`config.mk`:
```
export PLATFORM = sky130hd
export DESIGN_NAME = param_shift_reg
export DESIGN_NICKNAME = d
export VERILOG_FILES = /design/src/rtl/shift_reg_pkg.sv /design/src/rtl/shift_stage.sv /design/src/rtl/param_shift_reg.sv
export SDC_FILE = /design/constraint.sdc
export NUM_CORES = 1
export LEC_CHECK = 0
export ABC_AREA = 1
export CAP_MARGIN = 10
export CORE_AREA = 2 2 39 41
export DETAILED_ROUTE_END_ITERATION = 8
export DIE_AREA = 0 0 41 43
export PLACE_DENSITY = 0.59
export SYNTH_ARGS = -nofsm -noshare
export SYNTH_HDL_FRONTEND = slang
export SYNTH_SLANG_ARGS = --single-unit
```
`constraint.sdc`:
```
create_clock -name clk -period 1 [get_ports clk]
set_input_delay 0.1 -clock clk [delete_from_list [all_inputs] [get_ports clk]]
set_output_delay 0.1 -clock clk [all_outputs]
set_load 0.01 [all_outputs]
```
`src/rtl/shift_reg_pkg.sv`:
```
// Shared definitions for the parameterised shift register: the 2-bit mode encodings.
package shift_reg_pkg;

  typedef enum logic [1:0] {
    MODE_HOLD   = 2'b00,
    MODE_SHIFT  = 2'b01,
    MODE_ROTATE = 2'b10,
    MODE_LOAD   = 2'b11
  } mode_e;

endpackage

```
`src/rtl/shift_stage.sv`:
```
// One WIDTH-bit stage of the shift register: async-reset register with a
// hold / serial / rotate-source / parallel-load next-value mux.
module shift_stage
  import shift_reg_pkg::*;
#(
  parameter int               WIDTH     = 1,
  parameter logic [WIDTH-1:0] RESET_VAL = '0
) (
  input  logic             clk,
  input  logic             reset,
  input  logic             en,
  input  logic [1:0]       mode,
  input  logic [WIDTH-1:0] serial_in,
  input  logic [WIDTH-1:0] rotate_in,
  input  logic [WIDTH-1:0] load_in,
  output logic [WIDTH-1:0] q
);

  logic [WIDTH-1:0] q_next;

  always_comb begin
    q_next = q;
    if (en) begin
      case (mode_e'(mode))
        MODE_SHIFT:  q_next = serial_in;
        MODE_ROTATE: q_next = rotate_in;
        MODE_LOAD:   q_next = load_in;
        default:     q_next = q;
      endcase
    end
  end

  always_ff @(posedge clk or posedge reset) begin
    if (reset) q <= RESET_VAL;
    else       q <= q_next;
  end

endmodule

```
`src/rtl/param_shift_reg.sv`:
```
// Parameterised multi-mode shift register (hold / shift / rotate / load) with a
// saturating count of stages filled since reset. All outputs come from registers.
module param_shift_reg
  import shift_reg_pkg::*;
#(
  parameter int               WIDTH     = 1,
  parameter int               DEPTH     = 2,
  parameter logic [WIDTH-1:0] RESET_VAL = '0
) (
  input  logic                       clk,
  input  logic                       reset,
  input  logic                       en,
  input  logic [1:0]                 mode,
  input  logic [WIDTH-1:0]           d,
  input  logic [WIDTH*DEPTH-1:0]     load_data,
  output logic [WIDTH-1:0]           dout,
  output logic [WIDTH*DEPTH-1:0]     q,
  output logic [$clog2(DEPTH+1)-1:0] fill_cnt,
  output logic                       full
);

  localparam int           CW       = $clog2(DEPTH + 1);
  localparam logic [CW-1:0] FULL_CNT = CW'(DEPTH);

  logic [WIDTH-1:0] stage_q [DEPTH];
  logic [CW-1:0]    fill_cnt_reg;

  generate
    for (genvar gi = 0; gi < DEPTH; gi++) begin : g_stage
      logic [WIDTH-1:0] serial_src;
      logic [WIDTH-1:0] rotate_src;

      // Stage 0 takes d when shifting and wraps from the last stage when rotating.
      if (gi == 0) begin : g_head
        assign serial_src = d;
        assign rotate_src = stage_q[DEPTH-1];
      end else begin : g_body
        assign serial_src = stage_q[gi-1];
        assign rotate_src = stage_q[gi-1];
      end

      shift_stage #(
        .WIDTH     (WIDTH),
        .RESET_VAL (RESET_VAL)
      ) u_stage (
        .clk       (clk),
        .reset     (reset),
        .en        (en),
        .mode      (mode),
        .serial_in (serial_src),
        .rotate_in (rotate_src),
        .load_in   (load_data[gi*WIDTH +: WIDTH]),
        .q         (stage_q[gi])
      );

      assign q[gi*WIDTH +: WIDTH] = stage_q[gi];
    end
  endgenerate

  // Shifts fill one more stage (saturating); a load fills them all; rotate keeps the count.
  always_ff @(posedge clk or posedge reset) begin
    if (reset) begin
      fill_cnt_reg <= '0;
    end else if (en) begin
      case (mode_e'(mode))
        MODE_SHIFT: if (fill_cnt_reg != FULL_CNT) fill_cnt_reg <= fill_cnt_reg + 1'b1;
        MODE_LOAD:  fill_cnt_reg <= FULL_CNT;
        default:    fill_cnt_reg <= fill_cnt_reg;
      endcase
    end
  end

  assign dout     = stage_q[DEPTH-1];
  assign fill_cnt = fill_cnt_reg;
  assign full     = (fill_cnt_reg == FULL_CNT);

endmodule

```
# [After elaboration in Yosys (flattened, before gate mapping)]
# Cells that the tools add are included.
[totals] inputBits=8 latch_bits=0 register_bits=4 output_inout_bits=6 ramBits=0 romBits=0 word_cells=21 n_memories=0
[classes] mul=0 magnitude_cmp=0 n_mux=4 div_mod_pow=0 addsub=1 n_shift=0 n_bitwise=0 n_eq_ne=6 reduce_logical=7
[ops] op="$eq A2 B2 Y1 const B" n=3
[ops] op="$ne A2 B2 Y1 const B" n=2
[ops] op="$pmux W2 S2" n=1
[ops] op="$reduce_and A2 Y1" n=2
[ops] op="$reduce_bool A2 Y1" n=2
[ops] op="$pmux W1 S3" n=1
[ops] op="$reduce_and A3 Y1" n=1
[ops] op="$reduce_bool A3 Y1" n=1
[ops] op="$add A2 B1 Y2 const B" n=1
[ops] op="$eq A2 B1 Y1 const B" n=1
[ops] op="$mux W2" n=1
[ops] op="$pmux W1 S2" n=1
[ops] op="$reduce_or A2 Y1" n=1

# [Longest topological paths before layout]
[depth] depth_word=4 ltp_mapped=6 ltp_nobuf=6

# [Modules after synthesis]
# Synthesis repeated with hierarchy kept, for this count alone.
[hier_totals] hier_cells=48 hier_area_um2=307.8
[modules_own_cells] mod="shift_stage" seq_area_each_um2=25.0 area_per_inst_um2=78.8 cells_per_inst=13 instances=2
[modules_own_cells] mod="param_shift_reg" seq_area_each_um2=50.0 area_per_inst_um2=150.1 cells_per_inst=22 instances=1

# [Worst setup path after synthesis]
# OpenSTA, ideal clock, no wires.
[synth_timing] path_kind="register -> register" from="reg fill_cnt_reg[0] (netlist: fill_cnt[0])" to="reg fill_cnt_reg[0] (netlist: fill_cnt[0])" arrival_ns=0.965 synth_period_minus_slack_ns=1.082 stages_incl_launch_ff=7 required_time_ns=0.883 setup_time_ns=0.117 path_slack_ns=-0.082 n_path_buf=0 cell_sequence="dfrtp_1 > inv_1 > ha_1 > nand2_1 > nand3_1 > nand2_1 > nand2_1"
[synth_via] elab_chain_cells=3 word_cells_on_any_way=6 classes_between="1 x add/sub; 2 x eq/ne; 2 x mux; 1 x reduce/logical"
[synth_lines] item="start: declaration" line="param_shift_reg.sv:26" text="logic [CW-1:0] fill_cnt_reg;"
[synth_lines] item="start signal: assignment" line="param_shift_reg.sv:66" text="MODE_SHIFT: if (fill_cnt_reg != FULL_CNT) fill_cnt_reg <= fill_cnt_reg + 1'b1;"
[synth_lines] item="start signal: assignment" line="param_shift_reg.sv:68" text="default: fill_cnt_reg <= fill_cnt_reg;"
[synth_lines] item="$add A2 B1 Y2 or $ne A2 B2 Y1 (tied branches)" line="param_shift_reg.sv:66"
[synth_lines] item="$mux W2 or $ne A2 B2 Y1 (tied branches)"
[synth_lines] item="$pmux W2 S2 or $reduce_and A3 Y1 (tied branches)"
# Parallel ways exist; a longest one is shown, timed or not. The select of a mux whose other input is x is not followed.
# A chain may end at the register's enable or synchronous reset.

# [Final worst setup path]
[layout_timing] from="reg fill_cnt_reg[1] (netlist: fill_cnt[1])" to="reg fill_cnt_reg[0] (netlist: fill_cnt[0])"
[layout_via] elab_chain_cells=3
[layout_lines] item="$ne A2 B2 Y1" line="param_shift_reg.sv:66"
[layout_lines] item="$ne A2 B2 Y1 (no line)"
[layout_lines] item="$reduce_and A3 Y1 (no line)"
# Every way passes these cells.

==> impl_results.md <==
* Synth unique cells at 9
* Gr ovfl total at 0
* Hold WC Path Type: primary input to async pin
* FF-to-FF End: fill_cnt[0]
* DRC at 0
* Largest net degree at the start of global routing at 8
* CP max FO at 2
* Fin crit share at 1.04
* Switching power at ~0.3 mW
* Internal at 0.606 mW
* Via count at between 200 and 300
* Core Rows at 14
* Vias in the first global route at between 200 and 300
* Share of layout cells above drive strength 1 at 0.328
* P_leak at 0.251 nW
* Syn nets at 47
* Power Dens Cells at 1920 mW/mm2
* CP endpoint kind: flip-flop
* Initial Util at 0.186
* Initial antenna violation count at 0
* CP Data Required Time at 1.11 ns
* RSZ-0062 raised after global routing: true
* Commonest cells after routing, fill and taps aside: nand2_1 (17), clkdlybuf4s50_1 (7), nand3_1 (5), buf_4 (5), dfrtp_1 (4)
* Post-route worst setup slack at -0.0390 ns
* CTS Buf Count at 3
* CTS max path bufs at 2
* Via/cell ratio at just under 4
* Final Hold Fails at 0
* DP HPWL at 482 um
* Ports at 14
* Clk network pwr share at 0.210
* Register bit total from synthesis at 4
* Critical R2R Launch: fill_cnt[1]
* Relative slew margins at 0.842
* Area Overhead vs Synth at 82.0%
* Seq/Total Area, Yosys at 0.388
* Drt first-iter violations at 1
* Post-DRT Antenna Nets at 0
* Global-route wire length before repair at 924 um
* VDD IR max at 875 uV
* Critical path class: flip-flop to flip-flop
* Outcome: finished, violations left
* Most common cell after layout, fill and taps aside: nand2_1
* Final #Nets at 69
* Worst-Skew Late Latency at 0.23 ns
* Final hold slack at 0.0468 ns
* Critical Path Start Type: flip-flop
* Syn Std Cell Area at 258 um2
* H-tree depth at 1
* Failing checks: setup timing
* CTS sink cnt at 4
* Synthesized area per cell at a little under 7 um2
* Routed len/inst at 8.15 um
* Final wirelength at ~600 um
* YS warnings at 0
* Sw Ratio at 0.327
* CTS root buf: clkbuf_4
* Skew final at 0.0000132 ns
* R2r setup slk at -0.04 ns
* Fmax at 962 MHz
* Dpl ws at -0.200 ns
* DIE WIDTH at 41 um
* Pins Over Slew Limit at 0
* Reg clk slew, reported paths at around 0.03 ns
* TritonCTS clock tree: done
* Sequential share of power at 0.274
* Data arrival, critical path at roughly 1.2 ns
* Syn Inst Count at 38
* DIE AREA at between 0.0015 and 0.002 mm2
* Reg2reg path depth at 6
* Combinational Power Share at 0.516
* DIE HEIGHT at 43 um
* Period minus WS final at 1.04 ns
* Final GP Congestion at 0.599
* Slew @ Worst Pin at approximately 0.24 ns
* Diode count at 0
* GRT Resource Usage Total at 0.0816
* Final-layout fill cell count at about 150
* Detailed Routing Iterations Pass 1 at 4
* Final setup vio count at 4
* Final Util at 0.339
* Max cap viols at 0
* PortBufs at 13
* Core Area at 0.00138 mm2
[worst max-delay path, stage by stage (launching register included)]
cell and delay, ns:
dfrtp_1 0.40, ha_4 0.17, buf_6 0.11, nand2_2 0.06
nand3_2 0.06, nand2_1 0.08, nand2_1 0.05
[cells by family (layout without fill, tap and decap cells)]
kind of cell | Yosys count | count (layout) | share of synthesized area
AO/OA/AOI/OAI | 2 | 2 | 0.0534
flip-flops | 4 | 4 | 0.388
AND/OR/NAND/NOR | 24 | 24 | 0.379
adder cells (fa/ha/maj) | 1 | 1 | 0.0485
buffers and inverters | 7 | 27 | 0.131
[cell type report]
class	instances	area, um2	area share
Tap cell	16	20.0	0.0427
Timing Repair Buffer	19	164	0.349
Inverter	5	18.8	0.0400
Multi-Input combinational cell	27	144	0.307
Sequential cell	4	100	0.213
Clock buffer	3	22.5	0.0480
[repair_timing]
action,in CTS,in global routing
resized for setup,20,2
setup endpoints to repair,8,8
pin swaps,3,0
hold buffers,0,0
buffers inserted,2,0
[layer usage]
metal	up-vias	part of all wire	global-route usage
met5	-	0	0
met2	16	0.42	0.106
li1	156	-	-
met1	116	0.47	0.104
met4	0	0	0.0800
met3	0	0.10	0.0157
[synth_stat cells, drive strengths merged]
cell type  instances  area, um2
nand2             18       67.6
inv                5       18.8
o21ai              1       5.00
buf                2       15.0
nand3              6       30.0
dfrtp              4        100
ha                 1       12.5
a21oi              1       8.76
[power groups by stage]
stage / Combinational (mW) / Sequential, mW / Clock [mW]
6_report: 0.465 / 0.247 / 0.189
5_1_grt: 0.533 / 0.251 / 0.212
4_1_cts: 0.462 / 0.247 / 0.203
3_5_place_dp: 0.452 / 0.253 / 0
3_3_place_gp: 0.451 / 0.254 / 0
2_1_floorplan: 0.200 / 0.272 / 0
[worst max-delay path by stage]
stage	slack (ns)	cells past startpoint	startpoint	end
floorplan	0.01	6	fill_cnt[0]	fill_cnt[0]
global placement	-0.20	3	fill_cnt[0]	full
detailed placement	-0.20	3	fill_cnt[0]	full
CTS	-0.05	6	fill_cnt[1]	fill_cnt[0]
global route	-0.11	6	fill_cnt[1]	fill_cnt[1]
finish	-0.04	6	fill_cnt[1]	fill_cnt[0]
[stage by stage]
stage | total power, mW | setup TNS [ns] | std cells | cell area [um2]
after detailed placement | 0.705 | -0.944 | 69 | 435
after floorplan | 0.472 | 0 | 38 | 270
after CTS | 0.911 | -0.153 | 74 | 468
final | 0.901 | -0.0925 | 74 | 469
after global placement | 0.706 | -0.901 | 69 | 435
after global routing | 0.996 | -0.441 | 74 | 469
Power figures use the tool's default switching activity.
